$ cat config.mk
export PLATFORM = sky130hd
export DESIGN_NAME = score_bcd_sequencer
export DESIGN_NICKNAME = d
export VERILOG_FILES = /design/src/rtl/score_bcd_sequencer.sv
export SDC_FILE = /design/constraint.sdc
export NUM_CORES = 1
export LEC_CHECK = 0
export ABC_AREA = 1
export BUFFER_PORTS_ARGS = -buffer_cell sky130_fd_sc_hd__buf_2
export CAP_MARGIN = 20
export CELL_PAD_IN_SITES_DETAIL_PLACEMENT = 0
export CELL_PAD_IN_SITES_GLOBAL_PLACEMENT = 1
export CORE_MARGIN = 2
export CORE_UTILIZATION = 31
export CTS_CLUSTER_SIZE = 16
export DETAILED_ROUTE_END_ITERATION = 6
export GPL_TIMING_DRIVEN = 0
export MAX_ROUTING_LAYER = met4
export PLACE_DENSITY_LB_ADDON = 0.1
export SYNTH_ARGS = -nofsm -noshare
export SYNTH_HDL_FRONTEND = slang
export SYNTH_SLANG_ARGS = --single-unit
$ cat constraint.sdc
create_clock -name clk -period 2.16 [get_ports clk]
set_input_delay 0.108 -clock clk [delete_from_list [all_inputs] [get_ports clk]]
set_output_delay 0.108 -clock clk [all_outputs]
set_load 0.01 [all_outputs]
$ cat src/rtl/score_bcd_sequencer.sv
// Shared multi-cycle binary-to-BCD converter for two score sources.
// A round-robin arbiter picks a requester, then shift-and-add-3 runs one
// bit per clock on a single working datapath. Each channel keeps its own result.
// LEN_W must stay in 1..9 so the result fits three BCD digits; DIG_W is 4.
module score_bcd_sequencer #(
  parameter int LEN_W = 8,
  parameter int DIG_W = 4
) (
  input  logic                 clk,
  input  logic                 rst_n,
  input  logic [LEN_W-1:0]     value0,
  input  logic                 req0,
  output logic                 ack0,
  input  logic [LEN_W-1:0]     value1,
  input  logic                 req1,
  output logic                 ack1,
  output logic [3*DIG_W-1:0]   bcd0,
  output logic [3*DIG_W-1:0]   bcd1,
  output logic                 busy
);

  localparam int CNT_W = 4;

  typedef enum logic [1:0] {
    IDLE,
    SHIFT,
    DONE
  } state_t;

  state_t             r_state;
  state_t             w_nextState;

  logic [LEN_W-1:0]   r_shreg;
  logic [DIG_W-1:0]   r_hund;
  logic [DIG_W-1:0]   r_tens;
  logic [DIG_W-1:0]   r_ones;
  logic [CNT_W-1:0]   r_cnt;
  logic               r_id;
  logic               r_last;
  logic [3*DIG_W-1:0] r_bcd0;
  logic [3*DIG_W-1:0] r_bcd1;
  logic               r_ack0;
  logic               r_ack1;
  logic               r_busy;

  logic               w_anyReq;
  logic               w_grantId;
  logic               w_lastStep;
  logic [DIG_W-1:0]   w_adjHund;
  logic [DIG_W-1:0]   w_adjTens;
  logic [DIG_W-1:0]   w_adjOnes;
  logic [DIG_W-1:0]   w_nextHund;
  logic [DIG_W-1:0]   w_nextTens;
  logic [DIG_W-1:0]   w_nextOnes;

  // Arbitration plus one shift-and-add-3 step computed from the current work registers.
  always_comb begin
    w_anyReq   = req0 | req1;
    w_grantId  = (req0 & req1) ? ~r_last : req1;
    w_lastStep = (r_cnt == '0);
    w_adjHund  = (r_hund >= DIG_W'(5)) ? r_hund + DIG_W'(3) : r_hund;
    w_adjTens  = (r_tens >= DIG_W'(5)) ? r_tens + DIG_W'(3) : r_tens;
    w_adjOnes  = (r_ones >= DIG_W'(5)) ? r_ones + DIG_W'(3) : r_ones;
    w_nextHund = {w_adjHund[DIG_W-2:0], w_adjTens[DIG_W-1]};
    w_nextTens = {w_adjTens[DIG_W-2:0], w_adjOnes[DIG_W-1]};
    w_nextOnes = {w_adjOnes[DIG_W-2:0], r_shreg[LEN_W-1]};
  end

  // State register.
  always_ff @(posedge clk or negedge rst_n) begin
    if (!rst_n) begin
      r_state <= IDLE;
    end else begin
      r_state <= w_nextState;
    end
  end

  // Next-state decode: IDLE waits for a request, SHIFT runs LEN_W steps, DONE lasts one cycle.
  always_comb begin
    w_nextState = r_state;
    case (r_state)
      IDLE:    if (w_anyReq) w_nextState = SHIFT;
      SHIFT:   if (w_lastStep) w_nextState = DONE;
      DONE:    w_nextState = IDLE;
      default: w_nextState = IDLE;
    endcase
  end

  // Working datapath: load on grant, shift each SHIFT cycle, commit digits on the last step.
  always_ff @(posedge clk or negedge rst_n) begin
    if (!rst_n) begin
      r_shreg <= '0;
      r_hund  <= '0;
      r_tens  <= '0;
      r_ones  <= '0;
      r_cnt   <= '0;
      r_id    <= 1'b0;
      r_last  <= 1'b1;
      r_bcd0  <= '0;
      r_bcd1  <= '0;
    end else begin
      case (r_state)
        IDLE: begin
          if (w_anyReq) begin
            r_shreg <= w_grantId ? value1 : value0;
            r_hund  <= '0;
            r_tens  <= '0;
            r_ones  <= '0;
            r_cnt   <= CNT_W'(LEN_W - 1);
            r_id    <= w_grantId;
            r_last  <= w_grantId;
          end
        end
        SHIFT: begin
          r_hund  <= w_nextHund;
          r_tens  <= w_nextTens;
          r_ones  <= w_nextOnes;
          r_shreg <= r_shreg << 1;
          if (w_lastStep) begin
            if (r_id) begin
              r_bcd1 <= {w_nextHund, w_nextTens, w_nextOnes};
            end else begin
              r_bcd0 <= {w_nextHund, w_nextTens, w_nextOnes};
            end
          end else begin
            r_cnt <= r_cnt - CNT_W'(1);
          end
        end
        default: begin
        end
      endcase
    end
  end

  // Registered status: ack pulses during DONE for the granted channel, busy outside IDLE.
  always_ff @(posedge clk or negedge rst_n) begin
    if (!rst_n) begin
      r_ack0 <= 1'b0;
      r_ack1 <= 1'b0;
      r_busy <= 1'b0;
    end else begin
      r_ack0 <= (r_state == SHIFT) && w_lastStep && !r_id;
      r_ack1 <= (r_state == SHIFT) && w_lastStep && r_id;
      r_busy <= (w_nextState != IDLE);
    end
  end

  assign ack0 = r_ack0;
  assign ack1 = r_ack1;
  assign bcd0 = r_bcd0;
  assign bcd1 = r_bcd1;
  assign busy = r_busy;

endmodule
==> out/qor.txt, run 1 <==
Sum Neg Setup Slack - 0 ns
Worst EP arrival - 1.89 ns
Worst Hold Launch - value1[0]
main area contributors after synthesis - dfrtp_1, nand2_1, nand3_1
CP startpoint - r_cnt[0]
die width - 96.8 microns
vias in the first global route - 2123
grt total ovfl - 0
Mapped Cells - 312
sequential area share after synthesis - 0.516
Synth cell types - 25
setup ws final - 0.531 ns
ANT cells - 0
IO Port Bufs - 46
drt pass-1 iters - 4
vias per std cell - 4.58
Max Slew Vio Count - 0
Initial Util - 0.322
Synth top area share - 0.506
CTS H-tree depth - 2
pre-CTS setup slack - 0.493 ns
Clock Tree Buf Depth - 2
status - completed
Combinational Power Share - 0.480
Final period util - 0.754
core area - 8300 sq um
largest area contributor in the netlist - dfrtp_1
worst rel slew slack - 0.556
Ys Warns - 0
largest net degree at the start of global routing - 29
CTS tree - done
top_reg_cell synth - dfrtp_1
Layout fillers - 848
first-pass GRT wire length - 10.6 mm
Final HPWL DP - 4.43 mm
DRC - 0
Clock power frac - 0.129
Startpoint Class - flop
Final setup violation count - 0
hold buffer count at cts - 1
Reg power frac - 0.391
Max VDD drop - 0.000410 V
GPL Wtd Cong - 0.811
Leakage - 1.70 nW
final hold slack - 0.0368 ns
Worst Setup Path Type - reg2reg
worst slew pin tran - 0.666 ns
fmax - 0.614 GHz
count of state elements after synthesis - 55
root buffer cell - clkbuf_8
crit-path max FO - 10
Final Core Density - 0.379
top cells by count, synth - nand2_1, dfrtp_1, nand3_1
cell area after synthesis - 2670 sq um
Cell Count, Final, Fillers Out - 473
post-CTS setup buffer count - 0
crit end category - flop
Post-Route WL - 6.13 mm
HP Class - in2reg
CTS resizes - 0
Fin Clk Skew - 0.0170 ns
dpl cells - 464
Vias - 2164
clock latency on the worst-skew pair - 0.32 ns
layout cells sized above 1 - 0.245
number of synthesized flops with an enable pin - 0
area delta synth->final - 18.0%
Required @ worst endpoint - 2.43 ns
Tmin final - 1.63 ns
DIE AREA - 9370 sq um
Rows - 33
ys async rst share - 1.00
Power Dens Cells - 1460 nW/um^2
# clock sinks - 55
Final nets - 394
initial antenna violation count - 0
initial drt markers - 84
internal power - 2.54 mW
drt wl/cell - 12.9 microns
sw frac - 0.445
max_cap viols - 0
count leader, synth - nand2_1
Num CTS Buffers - 5
Hold Vio Cnt, Final - 0
gr usage total - 0.144
r2r startpoint - r_cnt[0]
syn_area_per_cell - 8.55 sq um
Syn Nets - 339
sw power - 2.04 mW
RSZ-0062 raised after global routing - false
height of the chip - 96.8 microns
Top Ports - 47
clock slew at reported path FFs - 0.11 ns
antenna-violating nets left - 0
-- sequential cells by signal (all words and copies together), names as in the netlist --
name / flops
r_last: 1
r_tens: 4
bcd1: 12
r_state: 2
ack1: 1
ack0: 1
r_id: 1
bcd0: 12
r_cnt: 4
r_ones: 4
busy: 1
r_hund: 4
r_shreg: 8
-- cells in the final DEF (no fill, tap or decap), types with 2 or more instances in the layout --
master,synthesis,final
nand4_1,4,4
inv_1,30,30
nor2_1,6,6
ha_1,7,7
o21ai_0,15,15
nand2_2,12,12
o22ai_1,3,3
nand2_4,2,2
buf_12,1,2
inv_2,2,2
o211ai_1,8,8
buf_2,3,49
nor2_2,3,3
dfrtp_1,54,54
clkbuf_8,0,5
o21ai_2,3,3
nand2_1,107,107
nand3_2,3,3
buf_4,2,2
nand3_1,41,41
-- kinds of logic (layout without fill, tap and decap cells) --
group                      count (synthesis)  in the layout  share of synthesized area
adders and majority gates                  7              7                     0.0328
buffers and inverters                     40             96                     0.0703
DFF                                       55             55                      0.516
and+or+nand+nor                          180            180                      0.310
AOI/OAI and AO/OA                         30             30                     0.0703
-- critical path, stage by stage (launching register included) --
cell and delay, ns:
dfrtp_1 0.39, inv_1 0.10, ha_1 0.24, nand2_2 0.14, nor3_4 0.41, nand3_1 0.20
nand2_1 0.09
-- metal layers --
layer / GRT usage / share of wire / up-vias
li1: - / - / 1116
met1: 0.188 / 0.49 / 979
met2: 0.222 / 0.44 / 63
met3: 0.0347 / 0.055 / 6
met4: 0.0423 / 0.015 / 0
met5: - / 0 / -
-- per-stage QoR --
stage / instance area, sq um / power, mW
6_report: 3150 / 4.58
3_5_place_dp: 3050 / 4.05
2_1_floorplan: 2670 / 3.37
5_1_grt: 3150 / 5.07
3_3_place_gp: 3030 / 4.04
4_1_cts: 3150 / 4.66
-- power by group through the flow --
stage               Sequential, mW  Combinational, mW  Clock (mW)
finish                        1.79               2.20       0.591
global route                  1.85               2.54       0.669
CTS                           1.80               2.25       0.618
detailed placement            1.82               2.24           0
global placement              1.81               2.23           0
floorplan                     1.87               1.49           0
-- path summary, 6_finish.rpt --
kind / slack (ns) / to / depth (start not counted)
worst max-delay path: 0.53 / bcd1[4] / 6
worst min-delay path: 0.04 / r_shreg[0] / 3
worst min register to register: 0.48 / r_last / 2
max in group asynchronous: 1.23 / bcd0[2] / 3
min in group asynchronous: 0.36 / busy / 2
worst max register to register: 0.53 / bcd1[4] / 6
-- area by class of cell --
class | count | area, sq um | area share
Clock buffer | 6 | 72.6 | 0.0230
Timing Repair Buffer | 48 | 260 | 0.0826
Sequential cell | 55 | 1380 | 0.437
Inverter | 33 | 126 | 0.0401
Tap cell | 105 | 131 | 0.0417
Buffer | 7 | 61.3 | 0.0195
Multi-Input combinational cell | 217 | 1100 | 0.350
Clock inverter | 2 | 16.3 | 0.00516
Power figures use the tool's default switching activity.
==> run 2: changes to the inputs <==
- clock period: 2.16 -> 1.4 ns (I/O delays scaled with it)
==> out/qor.txt, run 2 (same netlist as run 1, synthesis figures left out) <==
status - completed
IO Port Bufs - 46 (unchanged)
Layout fillers - 844 (-0.47%)
Max Slew Vio Count - 0 (unchanged)
pre-CTS setup slack - -0.267 ns (-0.760 ns)
Cell Count, Final, Fillers Out - 483 (+2.1%)
CTS tree - done
gr usage total - 0.145 (+0.000944)
Final HPWL DP - 4.43 mm (unchanged)
Worst EP arrival - 1.56 ns (-0.33 ns)
clock slew at reported path FFs - 0.10 ns (about the same)
CP startpoint - r_cnt[0]
Max VDD drop - 0.000609 V (+48%)
Clock Tree Buf Depth - 2 (unchanged)
DIE AREA - 9370 sq um (unchanged)
Leakage - 1.79 nW (+5.3%)
Post-Route WL - 6.35 mm (+3.6%)
Vias - 2193 (+1.3%)
Tmin final - 1.36 ns (-0.268 ns)
core area - 8300 sq um (unchanged)
area delta synth->final - 25.3%
Final nets - 404 (+2.5%)
vias per std cell - 4.54 (-0.76%)
root buffer cell - clkbuf_8
Num CTS Buffers - 5 (unchanged)
first-pass GRT wire length - 10.6 mm (+0.72%)
Initial Util - 0.322 (unchanged)
largest net degree at the start of global routing - 29 (unchanged)
drt wl/cell - 13.1 microns (+1.5%)
vias in the first global route - 2142 (+0.89%)
Top Ports - 47 (unchanged)
Required @ worst endpoint - 1.60 ns (-0.83 ns)
most frequent cells in the layout - nand2_1, dfrtp_1, buf_2, nand3_1, inv_1
die width - 96.8 microns (unchanged)
CP Cell Sequence - inv_2 -> ha_4 -> nand3_2 -> nor2_4 -> inv_2 -> buf_4 -> nand2_1 -> o21ai_0
Fin Clk Skew - 0.0160 ns (-0.000973 ns)
CP most frequent cell - inv_2
ANT cells - 0 (unchanged)
Final setup violation count - 0 (unchanged)
DRC - 0 (unchanged)
grt total ovfl - 0 (unchanged)
max_cap viols - 0 (unchanged)
initial drt markers - 87 (+3.6%)
layout cells sized above 1 - 0.328 (+0.0835)
WP buf/inv - 3 (+2)
Reg2Reg Setup Slack - 0.04 ns (-0.49 ns)
fmax - 0.735 GHz (+20%)
WP depth - 8 (+2)
antenna-violating nets left - 0 (unchanged)
CTS H-tree depth - 2 (unchanged)
crit end category - flop
initial antenna violation count - 0 (unchanged)
drt pass-1 iters - 4 (unchanged)
r2r startpoint - r_cnt[0]
worst slew pin tran - 0.664 ns (-0.00266 ns)
Crit path max-delay family - flip-flops
Reg2Reg Depth - 8 (+2)
Rows - 33 (unchanged)
Worst Setup Path Type - reg2reg
setup ws final - 0.0395 ns (-0.492 ns)
reg2reg end - bcd0[3]
GPL Wtd Cong - 0.811 (unchanged)
clock latency on the worst-skew pair - 0.32 ns (about the same)
CP peak stage delay - 0.40 ns (about the same)
slowest CP cell - dfrtp_1
Power Dens Cells - 2230 nW/um^2 (+54%)
crit path capture - bcd0[3]
Final period util - 0.972 (+0.218)
leading cell type in the layout, fill and taps excluded - nand2_1
HP Class - in2reg
# clock sinks - 55 (unchanged)
height of the chip - 96.8 microns (unchanged)
crit-path max FO - 5 (-5)
worst rel slew slack - 0.557 (+0.00178)
Startpoint Class - flop
dpl cells - 464 (unchanged)
Hold Vio Cnt, Final - 0 (unchanged)
RSZ-0062 raised after global routing - true
run 2: cell count changes in the layout (fill, tap and decap cells not counted), moves of 2 or more:
cell     previous run  this run
buf_2              49        47
buf_4               2        10
inv_1              30        24
inv_2               2         8
nand2_1           107        95
nand2_2            12        22
nand2_4             2         4
nand3_1            41        37
nand3_2             3         6
o21ai_0            15        13
run 2: worst reg2reg max path, stage by stage (launching register included):
cell     delay [ns]
dfrtp_1        0.40
inv_2          0.10
ha_4           0.18
nand3_2        0.10
nor2_4         0.14
inv_2          0.07
buf_4          0.14
nand2_1        0.05
o21ai_0        0.07
run 2: layout make-up:
cell class / instances / area, sq um / share of cell area
plain buffers: 7 / 86.3 / 0.0258
clock buffers: 6 / 72.6 / 0.0217
clock inverters: 2 / 16.3 / 0.00486
inverters: 33 / 126 / 0.0378
multi-input cells: 217 / 1200 / 0.358
flip-flops and latches: 55 / 1380 / 0.412
well taps: 105 / 131 / 0.0393
repair buffers: 58 / 338 / 0.101
run 2: worst min path at each step:
stage	end	from	slack (ns)	cells after the start
floorplan	ack0	rst_n	-0.23	0
global placement	r_shreg[0]	value1[0]	0.32	3
detailed placement	r_cnt[1]	rst_n	0.16	1
CTS	r_shreg[1]	value1[1]	0.01	3
global route	r_shreg[4]	value1[4]	0.01	3
finish	r_shreg[4]	value1[4]	0.01	3
run 2: per-layer routing:
metal | up-vias | part of all wire | track usage
met5 | - | 0 | -
met4 | 0 | 0.0099 | 0.0423
met3 | 7 | 0.038 | 0.0347
met2 | 43 | 0.46 | 0.223
met1 | 1008 | 0.50 | 0.190
li1 | 1135 | - | -
run 2: where the power goes:
part / internal [mW] / switching (mW) / total, mW
clock network: 0.361 / 0.552 / 0.914
registers: 2.32 / 0.480 / 2.80
logic: 1.45 / 2.31 / 3.76
run 2: per-stage QoR:
step | TNS (ns) | cell area, sq um | utilization | total power [mW] | hold slack (ns)
final | 0 | 3340 | 0.403 | 7.47 | 0.0145
after global routing | -0.729 | 3340 | 0.403 | 8.24 | 0.0132
after CTS | 0 | 3200 | 0.385 | 7.27 | 0.0112
after detailed placement | -2.73 | 3050 | 0.368 | 6.25 | 0.161
after global placement | -3.27 | 3030 | 0.365 | 6.23 | 0.323
after floorplan | 0 | 2670 | - | 5.19 | -0.226
run 2: timing repair:
| action | 4_1_cts | 5_1_grt |
|---|---|---|
| cloned | 0 | 0 |
| hold endpoints to repair | 27 | 0 |
| hold buffers | 2 | 0 |
| pin swaps | 2 | 7 |
| buffers inserted | 3 | 6 |
| setup endpoints to repair | 24 | 32 |
| resized for setup | 7 | 33 |
==> run 3: changes to the inputs <==
- ABC_AREA: 1 -> default
==> out/qor.txt, run 3 <==
Mapped Cells - 229 (-27%)
CTS H-tree depth - 2 (unchanged)
Ys Warns - 0 (unchanged)
clock slew at reported path FFs - 0.10 ns (about the same)
number of synthesized flops with an enable pin - 0 (unchanged)
die width - 93.8 microns (-3.1%)
Max Slew Vio Count - 0 (unchanged)
crit-path max FO - 6 (+1)
sw power - 3.46 mW (+3.5%)
HP Class - in2reg
Power Dens Cells - 2340 nW/um^2 (+4.6%)
clock latency on the worst-skew pair - 0.32 ns (about the same)
grt total ovfl - 0 (unchanged)
worst rel slew slack - 0.620 (+0.0621)
Rows - 32 (-3.0%)
Worst Setup Path Type - reg2reg
Layout fillers - 749 (-11%)
Final nets - 348 (-14%)
Leakage - 1.80 nW (+0.68%)
count of state elements after synthesis - 55 (unchanged)
Top Ports - 47 (unchanged)
RSZ-0062 raised after global routing - true
r2r startpoint - r_cnt[1]
main area contributors after synthesis - dfrtp_1, nand2_1, mux2_2
Hold Vio Cnt, Final - 0 (unchanged)
dpl cells - 378 (-19%)
crit path capture - bcd0[9]
largest net degree at the start of global routing - 34 (+17%)
largest area contributor in the netlist - dfrtp_1
initial drt markers - 64 (-26%)
sequential area share after synthesis - 0.551 (+0.0349)
gr usage total - 0.157 (+0.0120)
Synth top area share - 0.541 (+0.0342)
Multi-input gate area - 1440 sq um (+20%)
vias in the first global route - 2008 (-6.3%)
Final HPWL DP - 4.00 mm (-9.7%)
initial antenna violation count - 0 (unchanged)
fmax - 0.515 GHz (-30%)
worst slew pin tran - 0.571 ns (-0.0931 ns)
layout cells sized above 1 - 0.590 (+0.262)
Startpoint Class - flop
CTS tree - done
Clock power frac - 0.122 (about the same)
DRC - 0 (unchanged)
Synth cell types - 40 (+60%)
top_reg_cell synth - dfrtp_1
Worst EP arrival - 2.15 ns (+0.59 ns)
Required @ worst endpoint - 1.61 ns (about the same)
most frequent cells in the layout - dfrtp_1, buf_2, nand2_1, buf_4, buf_6
pre-CTS setup slack - -0.686 ns (-0.419 ns)
max_cap viols - 0 (unchanged)
Reg2Reg Setup Slack - -0.54 ns (-0.58 ns)
antenna-violating nets left - 0 (unchanged)
Post-Route WL - 6.51 mm (+2.5%)
root buffer cell - clkbuf_8
status - finished with violations
area delta synth->final - 55.7%
Reg power frac - 0.312 (-0.063)
# clock sinks - 55 (unchanged)
ys async rst share - 1.00 (unchanged)
Final setup violation count - 44 (+44)
syn_area_per_cell - 10.9 sq um (+28%)
Final period util - 1.39 (+0.415)
Cell Count, Final, Fillers Out - 424 (-12%)
internal power - 5.63 mW (+36%)
FF+latch area - 1380 sq um (unchanged)
Tmin final - 1.94 ns (+0.581 ns)
count leader, synth - dfrtp_1
setup ws final - -0.541 ns (-0.581 ns)
DP Area - 2940 sq um (-3.7%)
core area - 7770 sq um (-6.4%)
Clock Tree Buf Depth - 2 (unchanged)
CP startpoint - r_cnt[1]
Max VDD drop - 0.000681 V (+12%)
GPL Wtd Cong - 0.750 (-7.5%)
reg2reg end - bcd0[9]
drt pass-1 iters - 4 (unchanged)
Syn Nets - 256 (-24%)
top cells by count, synth - dfrtp_1, nand2_1, a21oi_1
crit end category - flop
fin area - 3890 sq um (+16%)
Reg2Reg Depth - 6 (-2)
IO Port Bufs - 46 (unchanged)
sw frac - 0.381 (-0.0669)
cell area after synthesis - 2500 sq um (-6.3%)
height of the chip - 93.8 microns (-3.1%)
Vias - 2051 (-6.5%)
violated checks - setup timing
vias per std cell - 4.84 (+6.5%)
leading cell type in the layout, fill and taps excluded - dfrtp_1
first-pass GRT wire length - 10.3 mm (-3.2%)
Fin Clk Skew - 0.00886 ns (-0.00717 ns)
ANT cells - 0 (unchanged)
Num CTS Buffers - 5 (unchanged)
Initial Util - 0.322 (about the same)
drt wl/cell - 15.3 microns (+17%)
DIE AREA - 8800 sq um (-6.1%)
Combinational Power Share - 0.566 (+0.063)
## run 3: cell types whose count changed in the layout (fill, tap and decap cells not counted), sizes merged, moves of 4 or more
cell    delta
o211ai     -8
nor3b      +5
nand2b     +5
a221o      +7
nand2     -83
o31ai      +4
buf       +29
nand3     -41
a21oi     +16
mux2      +13
inv       -25
## run 3: area by class of cell
type	count	share of cell area
Clock buffer	6	0.0212
Inverter	11	0.0177
Multi-Input combinational cell	153	0.370
Sequential cell	55	0.354
Buffer	8	0.0293
Timing Repair Buffer	87	0.166
Clock inverter	2	0.00900
Tap cell	102	0.0328
## run 3: layer usage
layer  track usage  vias up  wire (microns)
li1              -      994               -
met1         0.206     1003            2960
met2         0.248       47            3220
met3        0.0281        7             232
met4        0.0471        0              99
met5             -        -               0
## run 3: timing repair
item,4_1_cts,5_1_grt
gates resized for setup,68,60
pin swaps,24,21
buffers inserted,22,15
cloned,2,1
hold endpoints to repair,21,0
hold buffers,1,0
endpoints found under the setup margin,53,53
## run 3: how the worst min path moves through the flow
stage                          from         end  slack (ns)  depth (start not counted)
after floorplan               rst_n        ack0       -0.23                          0
after global placement    value1[0]  r_shreg[0]        0.36                          3
after detailed placement      rst_n    bcd1[10]        0.10                          1
after CTS                 value1[0]  r_shreg[0]        0.04                          3
after global routing      value1[0]  r_shreg[0]        0.03                          3
final                     value1[0]  r_shreg[0]        0.02                          3
## run 3: kinds of logic (layout without fill, tap and decap cells)
group	Yosys count	in the layout	synth area share
and+or+nand+nor	67	67	0.126
AOI/OAI and AO/OA	59	59	0.163
DFF	55	55	0.551
buffers and inverters	21	114	0.0395
muxes	16	16	0.0721
adders and majority gates	7	7	0.0350
xor gates and xnor gates	4	4	0.0140
## run 3: metrics by stage
| stage | setup TNS, ns | hold slack (ns) | utilization | power [mW] |
|---|---|---|---|---|
| 2_1_floorplan | -6.21 | -0.226 | - | 4.90 |
| 3_3_place_gp | -15.04 | 0.361 | 0.376 | 5.84 |
| 3_5_place_dp | -15.99 | 0.102 | 0.378 | 5.90 |
| 4_1_cts | -9.91 | 0.0415 | 0.457 | 8.12 |
| 5_1_grt | -12.26 | 0.0310 | 0.501 | 9.77 |
| 6_report | -9.76 | 0.0207 | 0.501 | 9.10 |
## run 3: critical path: stages, from the launching register on
cell and delay (ns):
dfrtp_1 0.40, inv_1 0.06, ha_2 0.17, or3b_4 0.37, or3_4 0.41, clkinv_8 0.09, mux2_2 0.32
## run 3: power by group through the flow
stage / Sequential (mW) / Clock, mW / Combinational (mW)
floorplan: 2.83 / 0 / 2.07
global placement: 2.77 / 0 / 3.07
detailed placement: 2.77 / 0 / 3.13
CTS: 2.76 / 1.14 / 4.22
global route: 2.94 / 1.21 / 5.63
finish: 2.84 / 1.11 / 5.15
